--- src/rtl/chess_key_pkg.sv ---
// Shared scancodes, key_event field positions, FSM states and command decode
// for the keyboard command path.
package chess_key_pkg;

    localparam logic [7:0] SC_I        = 8'h43;
    localparam logic [7:0] SC_W        = 8'h1D;
    localparam logic [7:0] SC_K        = 8'h42;
    localparam logic [7:0] SC_S        = 8'h1B;
    localparam logic [7:0] SC_J        = 8'h3B;
    localparam logic [7:0] SC_A        = 8'h1C;
    localparam logic [7:0] SC_L        = 8'h4B;
    localparam logic [7:0] SC_D        = 8'h23;
    localparam logic [7:0] SC_SPACE    = 8'h29;
    localparam logic [7:0] SC_G        = 8'h34;
    localparam logic [7:0] SC_E0_UP    = 8'h75;
    localparam logic [7:0] SC_E0_DOWN  = 8'h72;
    localparam logic [7:0] SC_E0_LEFT  = 8'h6B;
    localparam logic [7:0] SC_E0_RIGHT = 8'h74;

    localparam int unsigned KE_VALID = 10;
    localparam int unsigned KE_EXT   = 9;
    localparam int unsigned KE_BRK   = 8;

    typedef enum logic [1:0] {IDLE, HELD_NOREP, DELAY, REPEAT} state_t;

    typedef enum logic [2:0] {
        CMD_NONE, CMD_UP, CMD_DOWN, CMD_LEFT, CMD_RIGHT, CMD_SEL, CMD_PROMO
    } cmd_t;

    // Arrow codes only count with the E0 prefix; letter codes only without it.
    function automatic cmd_t decode_key(input logic ext, input logic [7:0] code);
        cmd_t c;
        c = CMD_NONE;
        if (ext) begin
            case (code)
                SC_E0_UP:    c = CMD_UP;
                SC_E0_DOWN:  c = CMD_DOWN;
                SC_E0_LEFT:  c = CMD_LEFT;
                SC_E0_RIGHT: c = CMD_RIGHT;
                default:     c = CMD_NONE;
            endcase
        end else begin
            case (code)
                SC_I, SC_W: c = CMD_UP;
                SC_K, SC_S: c = CMD_DOWN;
                SC_J, SC_A: c = CMD_LEFT;
                SC_L, SC_D: c = CMD_RIGHT;
                SC_SPACE:   c = CMD_SEL;
                SC_G:       c = CMD_PROMO;
                default:    c = CMD_NONE;
            endcase
        end
        return c;
    endfunction

    function automatic logic is_dir(input cmd_t c);
        return (c == CMD_UP) || (c == CMD_DOWN) || (c == CMD_LEFT) || (c == CMD_RIGHT);
    endfunction

endpackage

--- src/rtl/hold_repeat_timer.sv ---
// Hold counter for cursor auto-repeat: ticks after REPEAT_DELAY cycles in the
// delay phase and every REPEAT_PERIOD cycles in the period phase.
module hold_repeat_timer #(
    parameter int unsigned REPEAT_DELAY  = 50_000_000,
    parameter int unsigned REPEAT_PERIOD = 15_000_000,
    parameter int unsigned CNT_W         = 26
) (
    input  logic clk,
    input  logic rstn,
    input  logic clear,
    input  logic run,
    input  logic phase,
    output logic tick
);
    import chess_key_pkg::*;

    logic [CNT_W-1:0] cnt;
    logic [CNT_W-1:0] limit;

    always_comb begin
        limit = phase ? CNT_W'(REPEAT_PERIOD - 1) : CNT_W'(REPEAT_DELAY - 1);
        // A clear in the expiry cycle suppresses the tick so no double step occurs.
        tick  = run && !clear && (cnt == limit);
    end

    always_ff @(posedge clk or negedge rstn) begin
        if (!rstn) begin
            cnt <= '0;
        end else if (clear || tick || !run) begin
            cnt <= '0;
        end else begin
            cnt <= cnt + 1'b1;
        end
    end

endmodule

--- src/rtl/key_cmd_decoder.sv ---
// Turns PS/2 key events into board-cursor moves and select/promotion pulses,
// tracking one active key with its own hold-to-repeat.
module key_cmd_decoder #(
    parameter int unsigned REPEAT_DELAY  = 50_000_000,
    parameter int unsigned REPEAT_PERIOD = 15_000_000,
    parameter int unsigned CNT_W         = 26
) (
    input  logic        clk,
    input  logic        rstn,
    input  logic [10:0] key_event,
    input  logic        en,
    output logic [2:0]  cursor_x,
    output logic [2:0]  cursor_y,
    output logic        select_pulse,
    output logic        promo_pulse,
    output logic        move_pulse,
    output logic        key_held
);
    import chess_key_pkg::*;

    state_t     state;
    logic [8:0] active;
    logic [8:0] ev_key;
    cmd_t       ev_cmd;
    cmd_t       act_cmd;
    cmd_t       step_cmd;
    logic       ev_valid;
    logic       take;
    logic       drop;
    logic       tracking;
    logic       timer_clear;
    logic       tick;

    always_comb begin
        ev_valid    = en && key_event[KE_VALID];
        ev_key      = {key_event[KE_EXT], key_event[7:0]};
        ev_cmd      = decode_key(key_event[KE_EXT], key_event[7:0]);
        act_cmd     = decode_key(active[8], active[7:0]);
        // Typematic makes of the active key are not "taken", so they never disturb timing.
        take        = ev_valid && !key_event[KE_BRK] && (ev_cmd != CMD_NONE)
                      && !((state != IDLE) && (ev_key == active));
        drop        = ev_valid && key_event[KE_BRK] && (state != IDLE) && (ev_key == active);
        tracking    = (state == DELAY) || (state == REPEAT);
        timer_clear = !en || !tracking || take || drop;
        step_cmd    = CMD_NONE;
        if (take)      step_cmd = ev_cmd;
        else if (tick) step_cmd = act_cmd;
    end

    hold_repeat_timer #(
        .REPEAT_DELAY  (REPEAT_DELAY),
        .REPEAT_PERIOD (REPEAT_PERIOD),
        .CNT_W         (CNT_W)
    ) u_timer (
        .clk   (clk),
        .rstn  (rstn),
        .clear (timer_clear),
        .run   (en && tracking),
        .phase (state == REPEAT),
        .tick  (tick)
    );

    always_ff @(posedge clk or negedge rstn) begin
        if (!rstn) begin
            state        <= IDLE;
            active       <= '0;
            cursor_x     <= '0;
            cursor_y     <= '0;
            select_pulse <= 1'b0;
            promo_pulse  <= 1'b0;
            move_pulse   <= 1'b0;
            key_held     <= 1'b0;
        end else begin
            select_pulse <= (step_cmd == CMD_SEL);
            promo_pulse  <= (step_cmd == CMD_PROMO);
            move_pulse   <= is_dir(step_cmd);
            case (step_cmd)
                CMD_UP:    cursor_y <= cursor_y - 3'd1;
                CMD_DOWN:  cursor_y <= cursor_y + 3'd1;
                CMD_LEFT:  cursor_x <= cursor_x - 3'd1;
                CMD_RIGHT: cursor_x <= cursor_x + 3'd1;
                default:   ;
            endcase

            if (!en) begin
                state    <= IDLE;
                key_held <= 1'b0;
            end else if (take) begin
                active   <= ev_key;
                state    <= is_dir(ev_cmd) ? DELAY : HELD_NOREP;
                key_held <= 1'b1;
            end else if (drop) begin
                state    <= IDLE;
                key_held <= 1'b0;
            end else if (tick && (state == DELAY)) begin
                state    <= REPEAT;
            end
        end
    end

endmodule
--- config.mk ---
export PLATFORM = sky130hd
export DESIGN_NAME = key_cmd_decoder
export DESIGN_NICKNAME = d
export VERILOG_FILES = /design/src/rtl/chess_key_pkg.sv /design/src/rtl/hold_repeat_timer.sv /design/src/rtl/key_cmd_decoder.sv
export SDC_FILE = /design/constraint.sdc
export NUM_CORES = 1
export LEC_CHECK = 0
export CAP_MARGIN = 20
export CORE_ASPECT_RATIO = 0.8
export CORE_MARGIN = 5
export CORE_UTILIZATION = 50
export CTS_BUF_LIST = sky130_fd_sc_hd__clkbuf_16
export CTS_CLUSTER_DIAMETER = 40
export DETAILED_ROUTE_END_ITERATION = 16
export PLACE_DENSITY = 0.7
export SLEW_MARGIN = 0
export SYNTH_ARGS = -nofsm -noshare
export SYNTH_HDL_FRONTEND = slang
export SYNTH_SLANG_ARGS = --single-unit
--- constraint.sdc ---
create_clock -name clk -period 4 [get_ports clk]
set_clock_uncertainty 0.05 [all_clocks]
set_input_delay 0.8 -clock clk [delete_from_list [all_inputs] [get_ports clk]]
set_output_delay 0.8 -clock clk [all_outputs]
set_load 0.1 [all_outputs]
==> impl_metrics.csv, run 1 <==
group,metric,value,unit
status,status,"completed",
clock_tree,clock-sinks,47,
yosys,syn_area_per_cell,9.22,sq um
drt,drcViolationCount,0,
flow_run,maxCapViolations,0,
floorplan,core,6010,sq um
timing,finalCritPeriodShare,96.5,%
placement,dp_slack,-0.215,ns
placement,placed_area,3680,sq um
final_layout,drive_gt1_share,18.1,%
timing,slew_violations,0,
final_layout,nets,409,
drt,wl_per_cell,15.8,um
critical_path,startpoint_type,"input pin",
yosys,syn_nets,358,
global_routing,grt_max_degree,33,
final_layout,final_area,3890,sq um
critical_path,crit_required,4.16,ns
power,total_power,0.00158,W
drt,antenna_left,0,
critical_path,arrival,4.02,ns
timing,hold_viol_final,0,
clock_tree,numCtsBuffers,5,
yosys,ys_warn_count,0,
yosys,synth.distinct_cells,67,
timing,fin_crit,3.86,ns
global_routing,grt.total_usage,19.6,%
yosys,synth-async-reset-ratio,100,%
floorplan,die_h,80.9,um
drt,vias_per_cell,5.78,
final_layout,final_common_cell,"nor2_1",
yosys,ys_ff_latch,47,
timing,fmax,259,MHz
critical_path,cp_max_fo,4,
placement,place_inst,466,
clock_tree,clockBufferDepth,2,
final_layout,antenna_cells,0,
floorplan,placementRows,25,
critical_path,worst-setup-path-type,"input pin to flop",
yosys,netlist_area,3140,sq um
global_routing,grt_pass1_vias,2578,
critical_path,r2r_cells,13,
drt,first_iter_violations,153,
placement,gp_congestion,0.881,
worst_hold_path,holdPathStages,1,
yosys,synth_edf_count,0,
clock_tree,root_buffer,"clkbuf_16",
clock_tree,cts_setup_buffers,0,
critical_path,crit_chain,"clkdlybuf4s50_1, buf_4, buf_4, a41oi_2, o211ai_2, and4b_1, or4b_1, nor2_2, nor2_2, nor2_1, nand2_1, fa_1, and4bb_1, a31oi_1, xnor2_1",
yosys,netlist_instances,341,
drt,vias,2740,
worst_hold_path,hold_path.class,"flop to flop",
clock_tree,cts_tree,"yes",
yosys,yosys_most_used_dff,"dfrtp_1",
global_routing,grt_remaining_overflow,0,
clock_tree,clk_latency,0.29,ns
critical_path,slowest_delay,0.55,ns
clock_tree,path_clk_slew,0.06,ns
clock_tree,ctsHtreeMaxLevel,2,
final_layout,stdcell_count,474,
timing,setup_viol,0,
final_layout,utilization,64.7,%
timing,tightest_slew,0.965,ns
timing,max-slew-margin-rel,35.4,%
timing,worst_slack,0.141,ns
critical_path,cp-end-kind,"flop",
floorplan,die-width,98.7,um
global_routing,grt_pass1_wl,12600,um
floorplan,design.die.area,7980,sq um
drt,dr.pass1.iters,4,
placement,hpwl,5460,um
final_layout,area_delta_synth_final,23.6,%
final_layout,final_cell_mix,"nor2_1 (53), dfrtp_1 (47), buf_4 (39)",
power,peakVddDrop,269,uV
floorplan,io-pin-count,24,
yosys,yosysSeqAreaShare,37.4,%
floorplan,initial_utilization,52.4,%
critical_path,crit_path_top_delay_cell,"or4b_1",
power,pwr_density_cell,405,nW/um^2
placement,numPortBuffers,23,
timing,rsz0062_at_grt,"yes",
power,p_leak,1.57,nW
global_routing,antenna_found_initial,0,
drt,drt-total-wl,7500,um
[worst max-delay path: cells and delay by family]
family	cells	cell delay (ns)
and+or+nand+nor	7	1.38
xor gates and xnor gates	1	0.13
AOI/OAI and AO/OA	3	0.54
adders and majority gates	1	0.39
buffers and inverters	3	0.77
[through the flow]
step           setup TNS, ns  hold WS (ns)
6_report                   0         0.419
4_1_cts                    0         0.425
5_1_grt              -0.0377         0.450
2_1_floorplan              0         0.398
3_3_place_gp          -0.182         0.413
3_5_place_dp          -0.536         0.413
[Yosys cell counts (all sizes together), types with 5 or more instances]
cell type	number	share of area (%)
xor2	15	4.2
a31oi	6	1.7
nor4	6	1.2
nand4b	7	2.1
nand3	21	3.3
nor4bb	5	1.6
nor4b	5	1.4
clkbuf	8	0.96
xnor2	26	7.2
mux2	10	3.6
nor3	8	1.4
buf	10	1.8
nand2	27	3.3
dfrtp	47	37
inv	7	0.84
nor2	56	6.9
and3	6	1.2
nand4	6	1.2
[layout make-up]
cell class / instances / area, sq um
Sequential cell: 47 / 1180
Tap cell: 81 / 101
Multi-Input combinational cell: 269 / 1870
Fill cell: 487 / 2120
Timing Repair Buffer: 62 / 528
Clock inverter: 3 / 63.8
Clock buffer: 5 / 125
Inverter: 7 / 26.3
[path summary, 6_finish.rpt]
check	slack [ns]	endpoint	start
setup / recovery	0.14	cursor_y[2]	key_event[5]
hold / removal	0.42	cursor_y[2]	cursor_y[2]
setup reg to reg	0.61	cursor_y[2]	active[1]
hold reg to reg	0.42	cursor_y[2]	cursor_y[2]
max in group asynchronous	2.70	active[0]	rstn
min in group asynchronous	0.51	promo_pulse	rstn
[sequential cells by signal, summed over array words and instances, names as in the netlist]
signal        flops
state             2
cursor_x          3
active            9
key_held          1
select_pulse      1
promo_pulse       1
u_timer.cnt      26
move_pulse        1
cursor_y          3
[metal layers]
layer  vias up  GRT usage [%]  share of wire [%]
li1       1327              -                  -
met1      1321           29.1                 49
met2        88           29.9                 45
met3         4           3.00                5.6
met4         0           5.18               0.73
met5         -              0                  0
[report_power, final]
part / leakage (nW) / switching [W] / total [W] / internal (W)
registers: 0.633 / 0.0000896 / 0.000607 / 0.000518
clock network: 0.0952 / 0.000174 / 0.000530 / 0.000356
logic: 0.845 / 0.000272 / 0.000439 / 0.000167
[what timing repair did]
| action | CTS | global route |
|---|---|---|
| hold buffers | 0 | 0 |
| resized for setup | 0 | 7 |
| endpoints found under the setup margin | 0 | 4 |
| endpoints found under the hold margin | 0 | 0 |
[cell families (layout without fill, tap and decap cells)]
logic type / after synthesis / count (layout) / share of synthesized area [%]
fa+ha+maj: 3 / 3 / 1.67
xor+xnor: 41 / 41 / 11.4
simple gates: 178 / 178 / 31.8
mux: 10 / 10 / 3.58
flops: 47 / 47 / 37.4
compound gates: 37 / 37 / 10.5
buf+inv: 25 / 77 / 3.62
(Power assumes the default switching activity.)
==> run 2, diff against run 1 <==
Settings changed: MAX_ROUTING_LAYER set to met4.
==> run 2 against run 1 <==
  * Register-to-register slack better by 0.02 ns
  * Final cell count unchanged
  * Worst hold slack about the same
  * Critical path type unchanged
  * Die area unchanged
  * First-iteration DRC count up 5.2%
==> impl_metrics.csv, run 2 (synthesis results as in run 1) <==
group,metric,value,unit
drt,first_iter_violations,161,
global_routing,grt_max_degree,33,
clock_tree,numCtsBuffers,5,
critical_path,crit_path_top_delay_cell,"or4b_1",
timing,finalCritPeriodShare,96.5,%
critical_path,arrival,4.02,ns
clock_tree,root_buffer,"clkbuf_16",
placement,gp_congestion,0.896,
timing,rsz0062_at_grt,"yes",
critical_path,crit_required,4.16,ns
floorplan,placementRows,25,
final_layout,regMostFlops,"u_timer.cnt",
floorplan,initial_utilization,52.4,%
critical_path,cp.depth,15,
placement,place_inst,466,
floorplan,core,6010,sq um
critical_path,r2r_setup_slack,0.63,ns
critical_path,path_delay_family,"simple AND/OR/NAND/NOR gates",
final_layout,antenna_cells,0,
final_layout,final_cell_mix,"nor2_1 (53), dfrtp_1 (47), buf_4 (39)",
final_layout,drive_gt1_share,18.1,%
clock_tree,path_clk_slew,0.06,ns
clock_tree,ctsHtreeMaxLevel,2,
timing,fin_crit,3.86,ns
critical_path,r2r_cells,13,
final_layout,area_delta_synth_final,23.6,%
timing,hold_slack,0.419,ns
final_layout,largest_reg_flops,26,
global_routing,grt_pass1_wl,12700,um
global_routing,grt_remaining_overflow,0,
floorplan,io-pin-count,24,
floorplan,design.die.area,7980,sq um
drt,wl_per_cell,15.8,um
drt,vias_per_cell,5.78,
final_layout,stdcell_count,474,
power,internal_power,0.00104,W
critical_path,slowest_delay,0.55,ns
power,p_seq_share,38.6,%
clock_tree,clockBufferDepth,2,
placement,hpwl,5460,um
global_routing,grt.total_usage,20.2,%
floorplan,die_h,80.9,um
critical_path,cp_max_fo,4,
timing,fin_setup_tns,0,ns
final_layout,n_fill_cell,487,
status,status,"completed",
power,power_frac_clock,33.5,%
critical_path,startpoint,"key_event[5]",
critical_path,startpoint_type,"input pin",
drt,antenna_left,0,
critical_path,critPathBufInv,3,
critical_path,crit_end,"cursor_y[2]",
placement,numPortBuffers,23,
final_layout,reg_top3,"u_timer.cnt x26, active x9",
critical_path,cp-end-kind,"flop",
final_layout,final_common_cell,"nor2_1",
power,pwr_density_cell,405,nW/um^2
critical_path,crit_chain,"clkdlybuf4s50_1, buf_4, buf_4, a41oi_2, o211ai_2, and4b_1, or4b_1, nor2_2, nor2_2, nor2_1, nand2_1, fa_1, and4bb_1, a31oi_1, xnor2_1",
worst_hold_path,hold_path.class,"flop to flop",
power,power_switching,0.000534,W
global_routing,grt_pass1_vias,2567,
drt,vias,2739,
timing,tightest_slew,0.965,ns
power,p_leak,1.57,nW
critical_path,r2r-start,"active[1]",
global_routing,antenna_found_initial,0,
power,combPwrFrac,27.9,%
floorplan,die-width,98.7,um
timing,max-slew-margin-rel,35.4,%
drt,drcViolationCount,0,
drt,dr.pass1.iters,4,
clock_tree,cts_tree,"yes",
power,peakVddDrop,270,uV
timing,hold_viol_final,0,
timing,setup_viol,0,
critical_path,r2r-end,"cursor_y[2]",
power,p_sw_share,33.9,%
final_layout,nets,409,
critical_path,worst-setup-path-type,"input pin to flop",
timing,fmax,259,MHz
flow_run,maxCapViolations,0,
timing,slew_violations,0,
clock_tree,clock-sinks,47,
clock_tree,clk_latency,0.28,ns
drt,drt-total-wl,7480,um
final_layout,utilization,64.7,%
run 2: power by group through the flow:
| stage | Sequential, W | Clock [W] | Combinational [W] |
|---|---|---|---|
| 3_5_place_dp | 0.000616 | 0 | 0.000434 |
| 3_3_place_gp | 0.000615 | 0 | 0.000428 |
| 6_report | 0.000608 | 0.000527 | 0.000440 |
| 5_1_grt | 0.000620 | 0.000557 | 0.000465 |
| 2_1_floorplan | 0.000703 | 0 | 0.000218 |
| 4_1_cts | 0.000606 | 0.000538 | 0.000437 |
run 2: worst min path at each step:
stage,from,end,slack (ns),cells after the start
3_3_place_gp,cursor_y[2],cursor_y[2],0.41,1
5_1_grt,cursor_x[2],cursor_x[2],0.45,1
3_5_place_dp,cursor_y[2],cursor_y[2],0.41,1
6_report,cursor_y[2],cursor_y[2],0.42,1
2_1_floorplan,u_timer.cnt[0],u_timer.cnt[0],0.40,1
4_1_cts,cursor_y[2],cursor_y[2],0.42,1
run 2: metal layers:
| layer | wire length [um] | GRT usage, % | up-vias | part of all wire (%) |
|---|---|---|---|---|
| li1 | - | - | 1326 | - |
| met1 | 3660 | 29.3 | 1317 | 49 |
| met2 | 3330 | 29.9 | 92 | 45 |
| met3 | 434 | 3.00 | 4 | 5.8 |
| met4 | 56 | 5.18 | 0 | 0.75 |
| met5 | 0 | - | - | 0 |
run 2: worst register-to-register path: stages (launching register included):
cell,delay [ns]
dfrtp_1,0.63
xnor2_1,0.17
o2111ai_1,0.18
nor3_2,0.20
and4b_1,0.23
or4b_1,0.55
nor2_2,0.14
nor2_2,0.07
nor2_1,0.09
nand2_1,0.07
fa_1,0.39
and4bb_1,0.22
a31oi_1,0.16
xnor2_1,0.13
run 2: repair_timing:
item | CTS | global route
setup endpoints to repair | 0 | 4
gates resized for setup | 0 | 7
hold buffers | 0 | 0
setup buffers | 0 | 0
run 2: cell type report:
type                       instances  area, sq um  area share (%)
clock inverter                     3         63.8            1.64
multi-input combinational        269         1870            48.0
clock buffer                       5          125            3.22
tap                               81          101            2.61
inverter                           7         26.3           0.676
timing repair buffer              62          528            13.6
sequential                        47         1180            30.3
run 2: per-stage QoR:
stage | instance area (sq um) | setup slack [ns] | total power (W)
final | 3890 | 0.138 | 0.00157
after global routing | 3890 | -0.0261 | 0.00164
after CTS | 3860 | 0.0739 | 0.00158
after detailed placement | 3680 | -0.215 | 0.00105
after global placement | 3680 | -0.100 | 0.00104
after floorplan | 3140 | 0.346 | 0.000920
==> run 3, diff against run 2 <==
Settings changed: SLEW_MARGIN 0 to not set.
==> results of run 3 <==
Same layout as run 2: the final DEF is identical, and so are final timing and power.
